$ cat src/rtl/packet_sink_monitor_64.sv
// Observation end of the NoC packet-injection loop: waits for the first flagged packet after arm
// and latches payload, router index, latency and hit count, with seven-segment readout.
module packet_sink_monitor_64 #(
    parameter int NUM_ROUTERS = 64,
    parameter int PKT_W       = 15,
    parameter int IDX_W       = 6,
    parameter int LAT_W       = 16,
    parameter int TIMEOUT     = 50000
) (
    input  logic                         clk,
    input  logic                         rst_n,
    input  logic [NUM_ROUTERS*PKT_W-1:0] in_packets,
    input  logic                         arm,
    input  logic                         clear,
    output logic                         pkt_valid,
    output logic [PKT_W-2:0]             pkt_data,
    output logic [IDX_W-1:0]             pkt_router,
    output logic [LAT_W-1:0]             pkt_latency,
    output logic [6:0]                   hit_count,
    output logic                         timeout,
    output logic [6:0]                   hex_router_hi,
    output logic [6:0]                   hex_router_lo,
    output logic [6:0]                   hex_data
);

    typedef enum logic [1:0] {S_IDLE, S_ARMED, S_CAPTURED, S_TIMEOUT} state_t;

    localparam logic [6:0] HEX_BLANK = 7'b1111111;
    localparam logic [6:0] HEX_DASH  = 7'b1111110;

    state_t            state, state_next;
    logic              arm_q, arm_rise;
    logic              has_result, has_result_next;
    logic [LAT_W-1:0]  lat_cnt, lat_next, lat_sat;
    logic [31:0]       lat_inc32;
    logic [PKT_W-2:0]  data_next, first_data;
    logic [IDX_W-1:0]  router_next, first_idx;
    logic [LAT_W-1:0]  latency_next;
    logic [6:0]        hits_next, hits;
    logic              any_hit;
    logic [6:0]        hex_hi_next, hex_lo_next, hex_data_next;

    // Active-low segments, a at bit 6 through g at bit 0.
    function automatic logic [6:0] seg_hex(input logic [3:0] v);
        logic [6:0] on;
        case (v)
            4'h0: on = 7'b1111110;  4'h1: on = 7'b0110000;
            4'h2: on = 7'b1101101;  4'h3: on = 7'b1111001;
            4'h4: on = 7'b0110011;  4'h5: on = 7'b1011011;
            4'h6: on = 7'b1011111;  4'h7: on = 7'b1110000;
            4'h8: on = 7'b1111111;  4'h9: on = 7'b1111011;
            4'hA: on = 7'b1110111;  4'hB: on = 7'b0011111;
            4'hC: on = 7'b1001110;  4'hD: on = 7'b0111101;
            4'hE: on = 7'b1001111;  default: on = 7'b1000111;
        endcase
        return ~on;
    endfunction

    assign arm_rise  = arm & ~arm_q;
    assign lat_inc32 = 32'(lat_cnt) + 32'd1;
    assign lat_sat   = (&lat_cnt) ? lat_cnt : lat_cnt + LAT_W'(1);

    // Walk from the top down so the lowest flagged router is the one left standing.
    always_comb begin
        // NOTE: every combinational output gets a default first so no path can infer a latch.
        first_idx  = '0;
        first_data = '0;
        hits       = '0;
        for (int i = NUM_ROUTERS - 1; i >= 0; i--) begin
            if (in_packets[i*PKT_W + PKT_W - 1]) begin
                first_idx  = IDX_W'(i);
                first_data = in_packets[i*PKT_W +: PKT_W-1];
                hits       = hits + 7'd1;
            end
        end
        any_hit = (hits != 7'd0);
    end

    always_comb begin
        state_next      = state;
        lat_next        = lat_cnt;
        data_next       = pkt_data;
        router_next     = pkt_router;
        latency_next    = pkt_latency;
        hits_next       = hit_count;
        has_result_next = has_result;

        if (clear) begin
            state_next      = S_IDLE;
            lat_next        = '0;
            data_next       = '0;
            router_next     = '0;
            latency_next    = '0;
            hits_next       = '0;
            has_result_next = 1'b0;
        end else begin
            case (state)
                S_IDLE: if (arm_rise) begin
                    state_next      = S_ARMED;
                    lat_next        = '0;
                    data_next       = '0;
                    router_next     = '0;
                    latency_next    = '0;
                    hits_next       = '0;
                    has_result_next = 1'b0;
                end
                S_ARMED: begin
                    if (any_hit) begin
                        state_next      = S_CAPTURED;
                        data_next       = first_data;
                        router_next     = first_idx;
                        latency_next    = lat_sat;
                        hits_next       = hits;
                        has_result_next = 1'b1;
                    end else if (lat_inc32 == 32'(TIMEOUT)) begin
                        state_next = S_TIMEOUT;
                    end else begin
                        lat_next = lat_sat;
                    end
                end
                S_CAPTURED: if (!arm) state_next = S_IDLE;
                default:    if (!arm) state_next = S_IDLE;
            endcase
        end

        // Displays are driven from next-state values so they register alongside the fields.
        if (state_next == S_TIMEOUT) begin
            hex_hi_next   = HEX_DASH;
            hex_lo_next   = HEX_DASH;
            hex_data_next = HEX_DASH;
        end else if (has_result_next) begin
            hex_hi_next   = seg_hex({2'b00, router_next[5:4]});
            hex_lo_next   = seg_hex(router_next[3:0]);
            hex_data_next = seg_hex(data_next[3:0]);
        end else begin
            hex_hi_next   = HEX_BLANK;
            hex_lo_next   = HEX_BLANK;
            hex_data_next = HEX_BLANK;
        end
    end

    always_ff @(posedge clk or negedge rst_n) begin
        if (!rst_n) begin
            state         <= S_IDLE;
            arm_q         <= 1'b0;
            has_result    <= 1'b0;
            lat_cnt       <= '0;
            pkt_valid     <= 1'b0;
            pkt_data      <= '0;
            pkt_router    <= '0;
            pkt_latency   <= '0;
            hit_count     <= '0;
            timeout       <= 1'b0;
            hex_router_hi <= HEX_BLANK;
            hex_router_lo <= HEX_BLANK;
            hex_data      <= HEX_BLANK;
        end else begin
            // NOTE: non-blocking assignments so every register samples pre-edge values.
            state         <= state_next;
            arm_q         <= arm;
            has_result    <= has_result_next;
            lat_cnt       <= lat_next;
            pkt_valid     <= (state_next == S_CAPTURED);
            pkt_data      <= data_next;
            pkt_router    <= router_next;
            pkt_latency   <= latency_next;
            hit_count     <= hits_next;
            timeout       <= (state_next == S_TIMEOUT);
            hex_router_hi <= hex_hi_next;
            hex_router_lo <= hex_lo_next;
            hex_data      <= hex_data_next;
        end
    end

endmodule

$ cat config.mk
export PLATFORM = sky130hd
export DESIGN_NAME = packet_sink_monitor_64
export DESIGN_NICKNAME = d
export VERILOG_FILES = /design/src/rtl/packet_sink_monitor_64.sv
export SDC_FILE = /design/constraint.sdc
export NUM_CORES = 1
export LEC_CHECK = 0
export ABC_AREA = 0
export CORE_AREA = 2 2 404 406
export DETAILED_ROUTE_END_ITERATION = 7
export DIE_AREA = 0 0 406 408
export MAX_ROUTING_LAYER = met4
export PLACE_DENSITY_LB_ADDON = 0.15
export SLEW_MARGIN = 40
export SYNTH_ARGS = -nofsm -noshare
export SYNTH_HDL_FRONTEND = slang
export SYNTH_SLANG_ARGS = --single-unit
$ cat constraint.sdc
create_clock -name clk -period 3.6 [get_ports clk]
set_input_delay 0.72 -clock clk [delete_from_list [all_inputs] [get_ports clk]]
set_output_delay 0.72 -clock clk [all_outputs]
set_load 0.005 [all_outputs]
==> flow_metrics.env <==
export IMPL_status="complete, but fails checks"
export IMPL_violations="negative setup slack"
export IMPL_ys_seq_area_share_pct=9.703
export IMPL_synth_top_area_cell="xnor2_1"
export IMPL_synth_commonest_cells="392 x nand2_1, 239 x nor2_1, 236 x o21ai_0, 210 x xnor2_1, 208 x a21oi_1"
export IMPL_worstPathMaxFanout=7
export IMPL_dieArea_sq_mm=0.1656
export IMPL_critical_path_arrival_ps=35340
export IMPL_num_rows=148
export IMPL_vias_per_cell=4.429
export IMPL_area_growth_pct=109.1
export IMPL_rsz0062_at_grt="true"
export IMPL_yosys_register_bits=85
export IMPL_synth_warnings=0
export IMPL_worstMarginPinSlew_ps=906.5
export IMPL_synth_nets=4163
export IMPL_htreeDepth=3
export IMPL_ant_nets=0
export IMPL_hold_class="input pin to asynchronous set/reset pin"
export IMPL_cpMaxStageDelayCell="a21oi_1"
export IMPL_grt_util_all_layers_pct=20.18
export IMPL_required_ps=3880
export IMPL_finalSetupViolCount=84
export IMPL_start_util_pct=13.72
export IMPL_layout_nets=6218
export IMPL_antenna_found_initial=19
export IMPL_synth_edff_count=0
export IMPL_routed_wl_mm=171.7
export IMPL_synth_compound_gate_area_share_pct=36.61
export IMPL_ys_async_sr_fraction_pct=100.0
export IMPL_firstDrtPassIters=5
export IMPL_clkSinkCount=85
export IMPL_finalCritPeriodShare_pct=973.8
export IMPL_grt_overflow_total=0
export IMPL_yosys_area_top_type_share_pct=8.292
export IMPL_setup_ws_ps=-31460
export IMPL_max_freq_mhz=28.53
export IMPL_drv_slew=0
export IMPL_drc=0
export IMPL_synth_most_common_cell="nand2_1"
export IMPL_fin_crit_ps=35060
export IMPL_port_buffers=1029
export IMPL_crit_path_start_kind="input pin"
export IMPL_fillerInstances=17610
export IMPL_die_w_um=406
export IMPL_ys_flop_type="dfrtp_1"
export IMPL_path_clk_slew_ps=70
export IMPL_cts_tree="built"
export IMPL_cts_made_buffers=9
export IMPL_grt_max_degree=86
export IMPL_hold_viol=0
export IMPL_grt_pass1_wl_mm=239.2
export IMPL_synth_fa_ha_area_share_pct=4.095
export IMPL_grt_pass1_vias=33380
export IMPL_cts_buffer_depth=2
export IMPL_critPathMostFrequentCell="ha_4"
export IMPL_gp_congestion=0.9621
export IMPL_maxCapViolCount=0
export IMPL_max_stage_delay_ps=340
export IMPL_drtIter0Drc=1765
export IMPL_critPathKind="input pin to flop"
export IMPL_core_sq_mm=0.1617
export IMPL_synth_cell_area_sq_mm=0.02218
export IMPL_avgRoutedWirePerCell_um=23.27
export IMPL_synth_simple_gate_area_share_pct=21.76
export IMPL_end_kind="flop"
export IMPL_die_h_um=408
export IMPL_num_vias=32670
export IMPL_drive_gt1_share_pct=31.23
export IMPL_synth_top_family_by_area="compound AO/OA/AOI/OAI gates"
export IMPL_pin_count=1030
export IMPL_clock_skew_final_ps=11.99
export IMPL_synth_mux_area_share_pct=4.513
export IMPL_pre_cts_slack_ps=-33460
export IMPL_ys_types=108
export IMPL_postCtsHoldBufs=0
export IMPL_synth_xor_area_share_pct=17.70
export IMPL_ys_top_cells_by_area="xnor2_1 8.3%, dfrtp_1 7.3%, nand2_1 6.6%"
export IMPL_slew_headroom_pct=39.34
export IMPL_cts_root_buf="clkbuf_16"
export IMPL_clock_latency_ps=350
export IMPL_synthCells=3128
export IMPL_avgSynthCellArea_sq_um=7.091
export IMPL_hpwl_mm=151.1
==> cells in the final DEF (no fill, tap or decap), drive strengths merged, types with 84 or more instances in the layout <==
master         count
nand3             84
a21oi            209
inv              125
clkdlybuf4s50   1024
a221oi            90
xor2              89
buf             1203
o21ai            245
o221ai            96
xnor2            223
nor2             239
nand2            392
==> kinds of logic (layout without fill, tap and decap cells) <==
kind of cell / after synthesis / in the layout
multiplexers: 95 / 95
flip-flops: 85 / 85
XOR/XNOR: 355 / 355
AND/OR/NAND/NOR: 1032 / 1032
AO/OA/AOI/OAI: 1162 / 1162
other: 0 / 15
buffers and inverters: 326 / 2386
adder cells (fa/ha/maj): 73 / 73
==> area by class of cell <==
cell class | instances | area [sq um] | area share, %
Antenna cell | 15 | 37.54 | 0.08095
Clock buffer | 9 | 225.2 | 0.4857
Clock inverter | 7 | 75.07 | 0.1619
Inverter | 136 | 529.3 | 1.141
Multi-Input combinational cell | 2717 | 20740 | 44.72
Sequential cell | 85 | 2152 | 4.641
Tap cell | 2175 | 2721 | 5.869
Timing Repair Buffer | 2234 | 19890 | 42.90
==> worst max-delay path: cells and delay by family <==
| family | cells | cell delay, ps |
|---|---|---|
| muxes | 18 | 4360 |
| AOI/OAI and AO/OA | 54 | 7260 |
| buffers and inverters | 16 | 1330 |
| and+or+nand+nor | 56 | 5470 |
| xor gates and xnor gates | 1 | 120 |
| adders and majority gates | 63 | 15990 |
==> state kept, by name (all words and copies together) (netlist names) <==
register	count
pkt_data	14
state	2
pkt_router	6
timeout	1
arm_q	1
hex_data	7
pkt_latency	16
lat_cnt	16
hex_router_hi	6
has_result	1
pkt_valid	1
hit_count	7
hex_router_lo	7
==> path summary, 6_finish.rpt <==
| path | start | endpoint | slack (ps) | cells past startpoint |
|---|---|---|---|---|
| worst max-delay path | in_packets[944] | hex_router_lo[3]$_DFF_PN1_ | -31460 | 208 |
| worst min-delay path | rst_n | pkt_data[6]$_DFFE_PN0P_ | 400 | 2 |
| worst max register to register | lat_cnt[0]$_DFFE_PN0P_ | lat_cnt[8]$_DFFE_PN0P_ | 170 | 14 |
| worst min register to register | pkt_latency[4]$_DFFE_PN0P_ | pkt_latency[4]$_DFFE_PN0P_ | 500 | 1 |
| max in group asynchronous | rst_n | hex_router_hi[1]$_DFF_PN1_ | 2780 | 2 |
| min in group clk | pkt_latency[4]$_DFFE_PN0P_ | pkt_latency[4]$_DFFE_PN0P_ | 500 | 1 |
==> through the flow <==
stage          cells  hold WS, ps  area (sq um)  util [%]  TNS (ps)
2_1_floorplan   3128        424.4         23060         -  -2704480
3_3_place_gp    7239        468.1         43830     27.11  -2736120
3_5_place_dp    7239        475.3         43840     27.12  -2776950
4_1_cts         7305        419.5         44980     27.83  -2618070
5_1_grt         7373        423.7         46360     28.67  -2748230
6_report        7378        396.8         46370     28.68  -2616220
==> per-layer routing <==
| metal | vias to the layer above | track usage [%] | share of wire [%] |
|---|---|---|---|
| met3 | 64 | 2.189 | 4.4 |
| met4 | 0 | 2.871 | 1.4 |
| met5 | - | - | 0 |
| li1 | 15950 | - | - |
| met2 | 862 | 33.14 | 47 |
| met1 | 15790 | 27.06 | 47 |
==> timing repair <==
action	4_1_cts	5_1_grt
pin swaps	73	105
endpoints found under the setup margin	84	84
gates resized for setup	99	183
gates cloned	2	5
setup buffers	48	56
Power is not shown: default switching activity piles up to over one toggle a cycle in this logic, so the estimate is an artifact.
